File: config.mk
export PLATFORM = sky130hd
export DESIGN_NAME = uart_ctrl_seq
export DESIGN_NICKNAME = d
export VERILOG_FILES = /design/src/rtl/uart_seq_pkg.sv /design/src/rtl/uart_seq_fifo.sv /design/src/rtl/uart_ctrl_seq.sv
export SDC_FILE = /design/constraint.sdc
export NUM_CORES = 1
export LEC_CHECK = 0
export ABC_CLOCK_PERIOD_IN_PS = 2400
export BUFFER_PORTS_ARGS = -buffer_cell sky130_fd_sc_hd__buf_2
export CAP_MARGIN = 20
export CORE_AREA = 5 5 128 130
export CTS_BUF_LIST = sky130_fd_sc_hd__clkbuf_4
export DETAILED_ROUTE_END_ITERATION = 10
export DIE_AREA = 0 0 133 135
export PLACE_DENSITY = 0.78
export SYNTH_ARGS = -nofsm -noshare
export SYNTH_HDL_FRONTEND = slang
export SYNTH_HIERARCHICAL = 1
export SYNTH_SLANG_ARGS = --single-unit
File: constraint.sdc
create_clock -name clk -period 2.4 [get_ports clk]
set_clock_uncertainty 0.15 [all_clocks]
set_input_delay 0.36 -clock clk [delete_from_list [all_inputs] [get_ports clk]]
set_output_delay 0.36 -clock clk [all_outputs]
set_load 0.05 [all_outputs]
File: src/rtl/uart_seq_pkg.sv
// Shared types and default register map for the AHBUart sequencer.
// The CFG_VERIFY state exists only with UART_SEQ_CFG_VERIFY_EN defined.
package uart_seq_pkg;

    typedef enum logic [2:0] {
        IDLE,
        CFG_RATE,
        CFG_CTRL,
`ifdef UART_SEQ_CFG_VERIFY_EN
        CFG_VERIFY,
`endif
        POLL,
        WR_TX
    } state_t;

    localparam logic [31:0] DEF_RATE_ADDR   = 32'd24;
    localparam logic [31:0] DEF_CTRL_ADDR   = 32'd20;
    localparam logic [31:0] DEF_STATUS_ADDR = 32'd0;
    localparam logic [31:0] DEF_TXDATA_ADDR = 32'd8;
    localparam int          DEF_TX_BUSY_BIT = 0;

    typedef struct packed {
        logic [31:0] addr;
        logic [31:0] wdata;
        logic        wen;
        logic        ren;
    } bus_req_t;

    localparam bus_req_t BUS_IDLE = '0;

    function automatic bus_req_t bus_wr(input logic [31:0] addr,
                                        input logic [31:0] data);
        bus_req_t r;
        r.addr  = addr;
        r.wdata = data;
        r.wen   = 1'b1;
        r.ren   = 1'b0;
        return r;
    endfunction

    function automatic bus_req_t bus_rd(input logic [31:0] addr);
        bus_req_t r;
        r.addr  = addr;
        r.wdata = 32'h0;
        r.wen   = 1'b0;
        r.ren   = 1'b1;
        return r;
    endfunction

endpackage

File: src/rtl/uart_seq_fifo.sv
// Synchronous byte FIFO; pointers carry one extra wrap bit.
// A push while full is honoured only when a pop happens in the same cycle.
module uart_seq_fifo #(
    parameter int DEPTH = 4,
    parameter int W     = 8
) (
    input  logic         clk,
    input  logic         nReset,
    input  logic         push,
    input  logic         pop,
    input  logic [W-1:0] din,
    output logic         full,
    output logic         empty,
    output logic [W-1:0] head
);
    localparam int AW = $clog2(DEPTH);

    logic [AW:0]  wr_ptr;
    logic [AW:0]  rd_ptr;
    logic [W-1:0] mem [DEPTH];
    logic         do_push;
    logic         do_pop;

    assign empty   = (wr_ptr == rd_ptr);
    assign full    = (wr_ptr[AW] != rd_ptr[AW]) &&
                     (wr_ptr[AW-1:0] == rd_ptr[AW-1:0]);
    assign do_pop  = pop && !empty;
    assign do_push = push && (!full || do_pop);
    assign head    = mem[rd_ptr[AW-1:0]];

    always_ff @(posedge clk or negedge nReset) begin
        if (!nReset) begin
            wr_ptr <= '0;
            rd_ptr <= '0;
        end else begin
            if (do_push) wr_ptr <= wr_ptr + 1'b1;
            if (do_pop)  rd_ptr <= rd_ptr + 1'b1;
        end
    end

    always_ff @(posedge clk) begin
        if (do_push) mem[wr_ptr[AW-1:0]] <= din;
    end

endmodule

File: src/rtl/uart_ctrl_seq.sv
// Bus master that configures an AHBUart, then drains a TX byte FIFO.
// Optional rate readback after configuration: UART_SEQ_CFG_VERIFY_EN.
module uart_ctrl_seq
    import uart_seq_pkg::*;
#(
    parameter int          FIFO_DEPTH  = 4,
    parameter logic [31:0] RATE_ADDR   = DEF_RATE_ADDR,
    parameter logic [31:0] CTRL_ADDR   = DEF_CTRL_ADDR,
    parameter logic [31:0] STATUS_ADDR = DEF_STATUS_ADDR,
    parameter logic [31:0] TXDATA_ADDR = DEF_TXDATA_ADDR,
    parameter int          TX_BUSY_BIT = DEF_TX_BUSY_BIT
) (
    input  logic        clk,
    input  logic        nReset,
    input  logic        cfg_start,
    input  logic [31:0] cfg_rate,
    input  logic [31:0] cfg_ctrl,
    output logic        cfg_done,
    output logic        cfg_error,
    input  logic        tx_valid,
    input  logic [7:0]  tx_data,
    output logic        tx_ready,
    output logic        busy,
    output logic [31:0] bus_addr,
    output logic        bus_wen,
    output logic        bus_ren,
    output logic [31:0] bus_wdata,
    output logic [3:0]  bus_strobe,
    input  logic [31:0] bus_rdata,
    input  logic        bus_request_stall,
    input  logic        bus_error
);
    localparam logic [31:0] BUSY_MASK = 32'h1 << TX_BUSY_BIT;

    state_t      state, state_n;
    bus_req_t    req_q, req_n;
    logic [31:0] rate_q, rate_n;
    logic [31:0] ctrl_q, ctrl_n;
    logic        done_n, error_n;
    logic        full, empty, push, pop, pending;
    logic        bus_idle, xfer_done, tx_busy;
    logic [7:0]  head;

    uart_seq_fifo #(
        .DEPTH(FIFO_DEPTH),
        .W    (8)
    ) u_fifo (
        .clk   (clk),
        .nReset(nReset),
        .push  (push),
        .pop   (pop),
        .din   (tx_data),
        .full  (full),
        .empty (empty),
        .head  (head)
    );

    assign tx_ready   = !full;
    assign push       = tx_valid && tx_ready;
    assign pending    = !empty || push;
    assign busy       = (state != IDLE) || !empty;
    assign bus_idle   = !(req_q.wen || req_q.ren);
    assign xfer_done  = !bus_idle && !bus_request_stall;
    assign tx_busy    = |(bus_rdata & BUSY_MASK);

    assign bus_addr   = req_q.addr;
    assign bus_wdata  = req_q.wdata;
    assign bus_wen    = req_q.wen;
    assign bus_ren    = req_q.ren;
    assign bus_strobe = 4'hF;

    always_ff @(posedge clk or negedge nReset) begin
        if (!nReset) begin
            state     <= IDLE;
            req_q     <= BUS_IDLE;
            rate_q    <= '0;
            ctrl_q    <= '0;
            cfg_done  <= 1'b0;
            cfg_error <= 1'b0;
        end else begin
            state     <= state_n;
            req_q     <= req_n;
            rate_q    <= rate_n;
            ctrl_q    <= ctrl_n;
            cfg_done  <= done_n;
            cfg_error <= error_n;
        end
    end

    // Each transfer state issues when the bus is idle and waits for completion;
    // returning the request to idle on completion yields the gap cycle.
    always_comb begin
        state_n = state;
        req_n   = req_q;
        rate_n  = rate_q;
        ctrl_n  = ctrl_q;
        done_n  = cfg_done;
        error_n = cfg_error;
        pop     = 1'b0;
        if (xfer_done) req_n = BUS_IDLE;
        unique case (state)
            IDLE: begin
                if (cfg_start) begin
                    rate_n  = cfg_rate;
                    ctrl_n  = cfg_ctrl;
                    done_n  = 1'b0;
                    error_n = 1'b0;
                    state_n = CFG_RATE;
                    req_n   = bus_wr(RATE_ADDR, cfg_rate);
                end else if (cfg_done && pending) begin
                    state_n = POLL;
                    req_n   = bus_rd(STATUS_ADDR);
                end
            end
            CFG_RATE: begin
                if (bus_idle) begin
                    req_n = bus_wr(RATE_ADDR, rate_q);
                end else if (xfer_done) begin
                    if (bus_error) begin
                        error_n = 1'b1;
                        state_n = IDLE;
                    end
`ifdef UART_SEQ_CFG_VERIFY_EN
                    else state_n = CFG_VERIFY;
`else
                    else state_n = CFG_CTRL;
`endif
                end
            end
`ifdef UART_SEQ_CFG_VERIFY_EN
            CFG_VERIFY: begin
                if (bus_idle) begin
                    req_n = bus_rd(RATE_ADDR);
                end else if (xfer_done) begin
                    if (bus_error || bus_rdata != rate_q) begin
                        error_n = 1'b1;
                        state_n = IDLE;
                    end else begin
                        state_n = CFG_CTRL;
                    end
                end
            end
`endif
            CFG_CTRL: begin
                if (bus_idle) begin
                    req_n = bus_wr(CTRL_ADDR, ctrl_q);
                end else if (xfer_done) begin
                    if (bus_error) error_n = 1'b1;
                    else           done_n  = 1'b1;
                    state_n = IDLE;
                end
            end
            POLL: begin
                if (bus_idle) begin
                    req_n = bus_rd(STATUS_ADDR);
                end else if (xfer_done && !bus_error && !tx_busy) begin
                    state_n = WR_TX;
                end
            end
            WR_TX: begin
                if (bus_idle) begin
                    req_n = bus_wr(TXDATA_ADDR, {24'h0, head});
                end else if (xfer_done) begin
                    if (bus_error) begin
                        state_n = POLL;
                    end else begin
                        pop     = 1'b1;
                        state_n = IDLE;
                    end
                end
            end
            default: begin
                state_n = IDLE;
                req_n   = BUS_IDLE;
            end
        endcase
    end

endmodule
==> metrics.txt, run 1 <==
fin crit period 2289 ps; Pins Over Slew Limit 0; Routability Congestion just under 0.9; met2 Use GR 35.81%; Nets 1,012; vias in the first global route between 6,000 and 7,000; Finish-stage setup viols 0; RSZ-0062 raised after global routing false; WHS 87.92 ps; Std-Cell Rows 45; worst skew pair latency 550 ps; CTS Buf Count 17; area grow syn2layout 29.32%; Mapped Area 7421 sq um; fin cells 1,098; DRC viols 0; Startpoint Class flip-flop; Die Height 135 microns; Synth Area in Simple Gates 17.48%; total congestion overflow 0; measured slew at the worst slew-check pin between 600 and 700 ps; Post-Synth Adder-Cell Area less than 1%; Setup Crit Path Kind flip-flop to flip-flop; top_reg_cell synth dfrtp_1; asr flop ratio synth 81.50%; PortBufs 148; Reg area 4492 sq um; layout cells sized above 1 a little over a quarter; Avg Inst Size Synth about 11 sq um; grt met3 use under 10%; hpwl dp 12.18 mm; EDFF count, synth 32; Starting Density 49.36%; Top Ports 184; n_diodes 0; total routed wirelength 19.11 mm; DP Cell Count 988; initial DRC count 611; Final Cycle Share 95.37%; post-synthesis compound-gate area fraction 13.27%; Critical Path RT 2680 ps; Yosys warning total 6; Yosys reg bits between 150 and 200; Vias per Instance 5.446; WL/cell about 17 microns; pin count of the biggest net entering global routing 56; largest family of logic cells by synthesized area simple AND/OR/NAND/NOR gates; Fmax around 440 MHz; post-route antenna net violation count 0; TritonCTS clock tree done; antenna violations before repair 0; CTS clk-pin slew, worst paths 150 ps; Pre-antenna DRT Iters 5; leakage 4.717 nW; fin area between 9000 and 10,000 sq um; GRT busiest layer met2; outcome finished clean; GRT Util Overall 21.64%; first-pass GRT wire length slightly above 30 mm; die width 133 microns; Multi-input gate area 2699 sq um; Max-Cap Viols 0; clk sink count 173; routed vias 5,980; mux cell area share after synthesis around 2.7%; most frequent cells in the layout 211 x nand2_1, 146 x buf_2, 139 x dfrtp_1; total power 10.87 mW; Hold Path Class primary input to flip-flop; met1 usage between 20% and 30%; headroom to the max-slew limit 57.80%; cell count after synthesis 668; root buf cell clkbuf_4; worst-case clock buffer depth 2; Worst VDD drop 0.6524 mV; Post-Synth XOR/XNOR Area 0.7081%; unique cell type count in the Yosys netlist 60; Final Hold Vio Count 0; Crit. End Element flip-flop; most common cell after layout, fill and taps aside nand2_1; H-tree depth 4; FILL cells 1,180; die area 17,960 sq um; Pwr Density 1133 nW/um^2; sequential area share after synthesis 60.50%; Placed Area 8461 sq um; Core Region 15,030 sq um; CP max FO 36; Arrival @ worst endpoint 2570 ps
==> stage by stage <==
step	setup TNS, ps	setup slack (ps)	utilization, %
2_1_floorplan	-140.6	-5.857	-
5_1_grt	0	3.629	63.84
3_5_place_dp	0	93.33	56.28
6_report	0	111.1	63.84
4_1_cts	0	13.87	63.34
3_3_place_gp	0	142.8	56.28
==> power by group <==
part / total (mW) / switching [mW] / leakage, nW / internal (mW)
clock network: 1.70 / 1.07 / 0.157 / 0.639
logic: 4.74 / 3.00 / 2.44 / 1.74
registers: 4.42 / 0.524 / 2.12 / 3.90
total: 10.9 / 4.59 / 4.72 / 6.28
==> logic make-up (layout without fill, tap and decap cells) <==
group                      after synthesis  in the layout
muxes                                   10             10
and+or+nand+nor                        295            295
buffers and inverters                   59            298
other                                    1              4
AOI/OAI and AO/OA                      119            119
adders and majority gates                5              5
DFF                                    173            173
xor gates and xnor gates                 6              6
==> per-layer routing <==
layer / part of all wire, % / vias up
met5: 0 / -
met4: 1.9 / 0
met3: 7.2 / 31
met2: 48 / 264
met1: 42 / 2897
li1: - / 2788
==> synth_stat cells (all sizes together), types with 2 or more instances <==
master,number,area [sq um]
a211oi,2,15.01
a21oi,12,60.06
a221o,33,330.3
a22o,16,140.1
a22oi,8,60.06
a32o,2,20.02
a32oi,9,78.83
and2,31,193.9
and3,4,25.02
buf,36,239.0
clkbuf,14,55.05
dfrtp,141,3528
edfxtp,32,960.9
ha,5,62.56
inv,9,33.78
mux2,2,22.52
mux4,8,180.2
nand2,212,795.8
nand2b,3,18.77
nand3,3,15.01
nor2,13,51.30
nor2b,14,87.58
nor3,5,36.29
nor3b,2,20.02
o2111ai,3,26.28
o211ai,3,22.52
o21ai,10,50.05
o22ai,2,12.51
o311ai,3,26.28
o41ai,2,25.03
or3,3,18.77
or4,3,22.52
xnor2,3,26.28
xor2,3,26.28
==> layout make-up <==
type                       count  share of cell area [%]
sequential                   173                   46.81
multi-input combinational    439                   28.12
timing repair buffer         257                   19.27
tap                          188                   2.451
clock inverter                15                   1.669
clock buffer                  17                   1.330
inverter                       9                  0.3520
==> sequential cells by signal, summed over array words and instances (netlist names) <==
name / count
u_fifo/mem: 32
u_fifo/rd_ptr: 3
bus_wen: 1
ctrl_q: 32
bus_addr: 32
u_fifo/wr_ptr: 3
bus_wdata: 32
cfg_done: 1
bus_ren: 1
state: 3
rate_q: 32
cfg_error: 1
==> worst paths after layout <==
check | start | depth (start not counted) | slack [ps] | end
min reg2reg | rate_q[3] | 2 | 330 | rate_q[3]
max | u_fifo/wr_ptr[1] | 8 | 110 | bus_wdata[4]
min | cfg_start | 3 | 90 | bus_ren
max reg2reg | u_fifo/wr_ptr[1] | 8 | 110 | bus_wdata[4]
max in group asynchronous | nReset | 3 | 1270 | bus_wdata[7]
min in group asynchronous | nReset | 2 | 170 | bus_wdata[19]
==> worst max-delay path, stage by stage, from the launching register on <==
cell and delay, ps:
dfrtp_2 460, xor2_1 140, buf_4 210, nor3_4 60, nor2b_2 180, o22ai_2 100, o211a_2 300, buf_12 170
a221o_1 370
==> timing repair <==
action / CTS / global route
hold buffers: 76 / 0
hold endpoints to repair: 196 / 0
endpoints found under the setup margin: 2 / 13
setup buffers: 0 / 1
gates resized for setup: 3 / 11
No activity file was read; power rests on OpenSTA's default activity.
==> inputs of run 2 (changes only) <==
ABC_AREA = 1   (was default)
CORE_AREA = 5 5 136 138   (was 5 5 128 130)
DIE_AREA = 0 0 141 143   (was 0 0 133 135)
RECOVER_POWER = 100   (was default)
==> run 2 against run 1 <==
Effect of this change: worst setup slack gained 10 ps; final area grew 9.5%; core utilization shrank 2.2 points; wire length grew 22%; critical path depth shrank 1; register-to-register slack gained 20 ps; area after synthesis grew 16%; first-iteration DRC count shrank 24%; combinational power grew 51%; the flow now finishes with violations (max-capacitance violations, max-slew violations); hold slack lost 8.8 ps; largest power group unchanged; sequential share of layout area shrank 4.0 points.
==> metrics.txt, run 2 <==
Final Cycle Share 94.94%; Hold Path Depth 5; Worst Reg-to-Reg Cells 7; EDFF count, synth 32; Setup Crit Path Kind flip-flop to output pin; Nets between 1,000 and 1,500; WL met2 10.87 mm; outcome finished with violations; Crit. End Element output pin; first-pass GRT wire length 38.38 mm; total routed wirelength 23.30 mm; DRC viols 0; Finish-stage setup viols 0; Routability Congestion about 0.89; Pre-antenna DRT Iters 7; r2r setup slk 130 ps; cell count after synthesis roughly 1,100; layout cells sized above 1 14.79%; post-synth top area cell dfrtp_1; Max-Cap Viols 1; Mapped Area 8602 sq um; DP Cell Count 1,403; Hold Path End bus_wdata[2]; total congestion overflow 0; Met1 Wirelength ~10 mm; Post-Synth XOR/XNOR Area 0.3927%; Arrival @ worst endpoint 1770 ps; Std-Cell Rows 48; Placed Area 9538 sq um; Critical Path RT 1890 ps; Final Hold Vio Count 0; Vias per Instance 5.204; count leader, synth nand2_1; headroom to the max-slew limit -6.794%; Fmax 438.9 MHz; dominant cells by area after synthesis dfrtp_1 41%, nand2_1 14%, edfxtp_1 11%; post-route antenna net violation count 0; Worst Hold Launch cfg_start; root buf cell clkbuf_4; post-synthesis compound-gate area fraction 9.658%; worst-case clock buffer depth 2; area grow syn2layout 22.18%; CP max FO 5; Startpoint Class flip-flop; Yosys reg bits 173; total power 13.47 mW; metal3 WL a little under 2 mm; TritonCTS clock tree done; vias in the first global route just under 8,000; Synth Area in Simple Gates approximately 29%; CTS Buf Count 17; Max Used Layer met5; die area 20,160 sq um; largest family of logic cells by synthesized area simple AND/OR/NAND/NOR gates; asr flop ratio synth between 80% and 90%; measured slew at the worst slew-check pin 1602 ps; failing checks max-capacitance violations, max-slew violations; fin crit period 2278 ps; unique cell type count in the Yosys netlist 36; PortBufs 148; hpwl dp 14.59 mm; die width 141 microns; antenna violations before repair 2; worst skew pair latency between 500 and 600 ps; Worst VDD drop 0.6478 mV; top_reg_cell synth dfrtp_1; routed vias 7,894; Pins Over Slew Limit 28; clk sink count 173; reg2reg start state[0]; Starting Density 50.43%; leakage about 5.1 nW; mux cell area share after synthesis 0%; Avg Inst Size Synth 8.054 sq um; initial DRC count between 400 and 500; most common cell after layout, fill and taps aside nand2_1; Yosys warning total 6; Pwr Density 1282 nW/um^2; fin cells 1,517; Top Ports 184; share of the synthesized area in the top cell type 41.02%; WL/cell 15.36 microns; Die Height 143 microns; CTS clk-pin slew, worst paths 140 ps; Core Region 17,060 sq um; sequential area share after synthesis 52.19%; H-tree depth 4; Reg2Reg Capture Point u_fifo/mem[2][6]; Post-Synth Adder-Cell Area 0.7273%; GRT Util Overall between 20% and 30%; pin count of the biggest net entering global routing 80; FILL cells 1,514; fin area 10,510 sq um; post-route setup TNS 0 ps; most frequent cells in the layout 330 x nand2_1, 135 x dfrtp_1, 111 x nor2_1; Hold Path Class primary input to flip-flop; Post-synth top cells 327 x nand2_1, 141 x dfrtp_1, 114 x nor2_1
run 2: per-layer routing:
layer / track usage [%] / vias to the layer above
li1: - / 3837
met1: 32.58 / 3687
met2: 36.97 / 316
met3: 6.062 / 52
met4: 8.261 / 2
met5: 0 / -
run 2: what timing repair did:
item / in CTS / in global routing
setup buffers: 3 / 4
pin swaps: 1 / 2
endpoints found under the setup margin: 1 / 2
resized for setup: 2 / 10
gates cloned: 0 / 0
hold endpoints to repair: 270 / 0
hold buffers: 74 / 0
run 2: worst max-delay path, stage by stage (launching register included):
cell	delay [ps]
dfrtp_2	480
inv_4	90
nand2_4	50
nand2_4	70
nand3_2	150
inv_2	80
nand2_1	90
buf_6	170
run 2: cell type report:
cell class	instances	area (sq um)	area share, %
clock buffers	18	135.1	1.286
repair buffers	251	1659	15.79
multi-input cells	744	3431	32.64
inverters	91	346.6	3.298
clock inverters	14	157.7	1.500
diodes	1	2.502	0.02381
flip-flops and latches	173	4497	42.79
well taps	225	281.5	2.679
run 2: where the power goes:
| part | switching [mW] | leakage, nW | internal (mW) |
|---|---|---|---|
| Clock | 1.06 | 0.157 | 0.651 |
| Combinational | 5.11 | 2.88 | 2.03 |
| Sequential | 0.616 | 2.10 | 4.00 |
| Total | 6.79 | 5.14 | 6.68 |
run 2: cell families (layout without fill, tap and decap cells):
logic type,Yosys count,after routing
other,1,5
AND/OR/NAND/NOR,581,581
AO/OA/AOI/OAI,151,151
buffers and inverters,154,374
flip-flops,173,173
adder cells (fa/ha/maj),5,5
XOR/XNOR,3,3
run 2: stage by stage:
| stage | hold WS (ps) | worst slack [ps] | util (%) |
|---|---|---|---|
| 2_1_floorplan | -85.59 | 16.25 | - |
| 3_3_place_gp | 94.78 | 288.9 | 55.92 |
| 5_1_grt | 38.43 | -7.716 | 61.62 |
| 4_1_cts | 3.980 | 24.94 | 62.13 |
| 3_5_place_dp | 95.13 | 237.2 | 55.92 |
| 6_report | 79.10 | 121.6 | 61.62 |
run 2: worst max-delay path by stage:
stage,startpoint,to,depth (start not counted)
after floorplan,bus_ren,u_fifo/mem[3][0],10
after global placement,state[1],u_fifo/mem[3][4],7
after detailed placement,state[1],u_fifo/mem[2][4],7
after CTS,u_fifo/wr_ptr[0],busy,7
after global routing,u_fifo/wr_ptr[0],busy,7
final,u_fifo/wr_ptr[0],busy,7
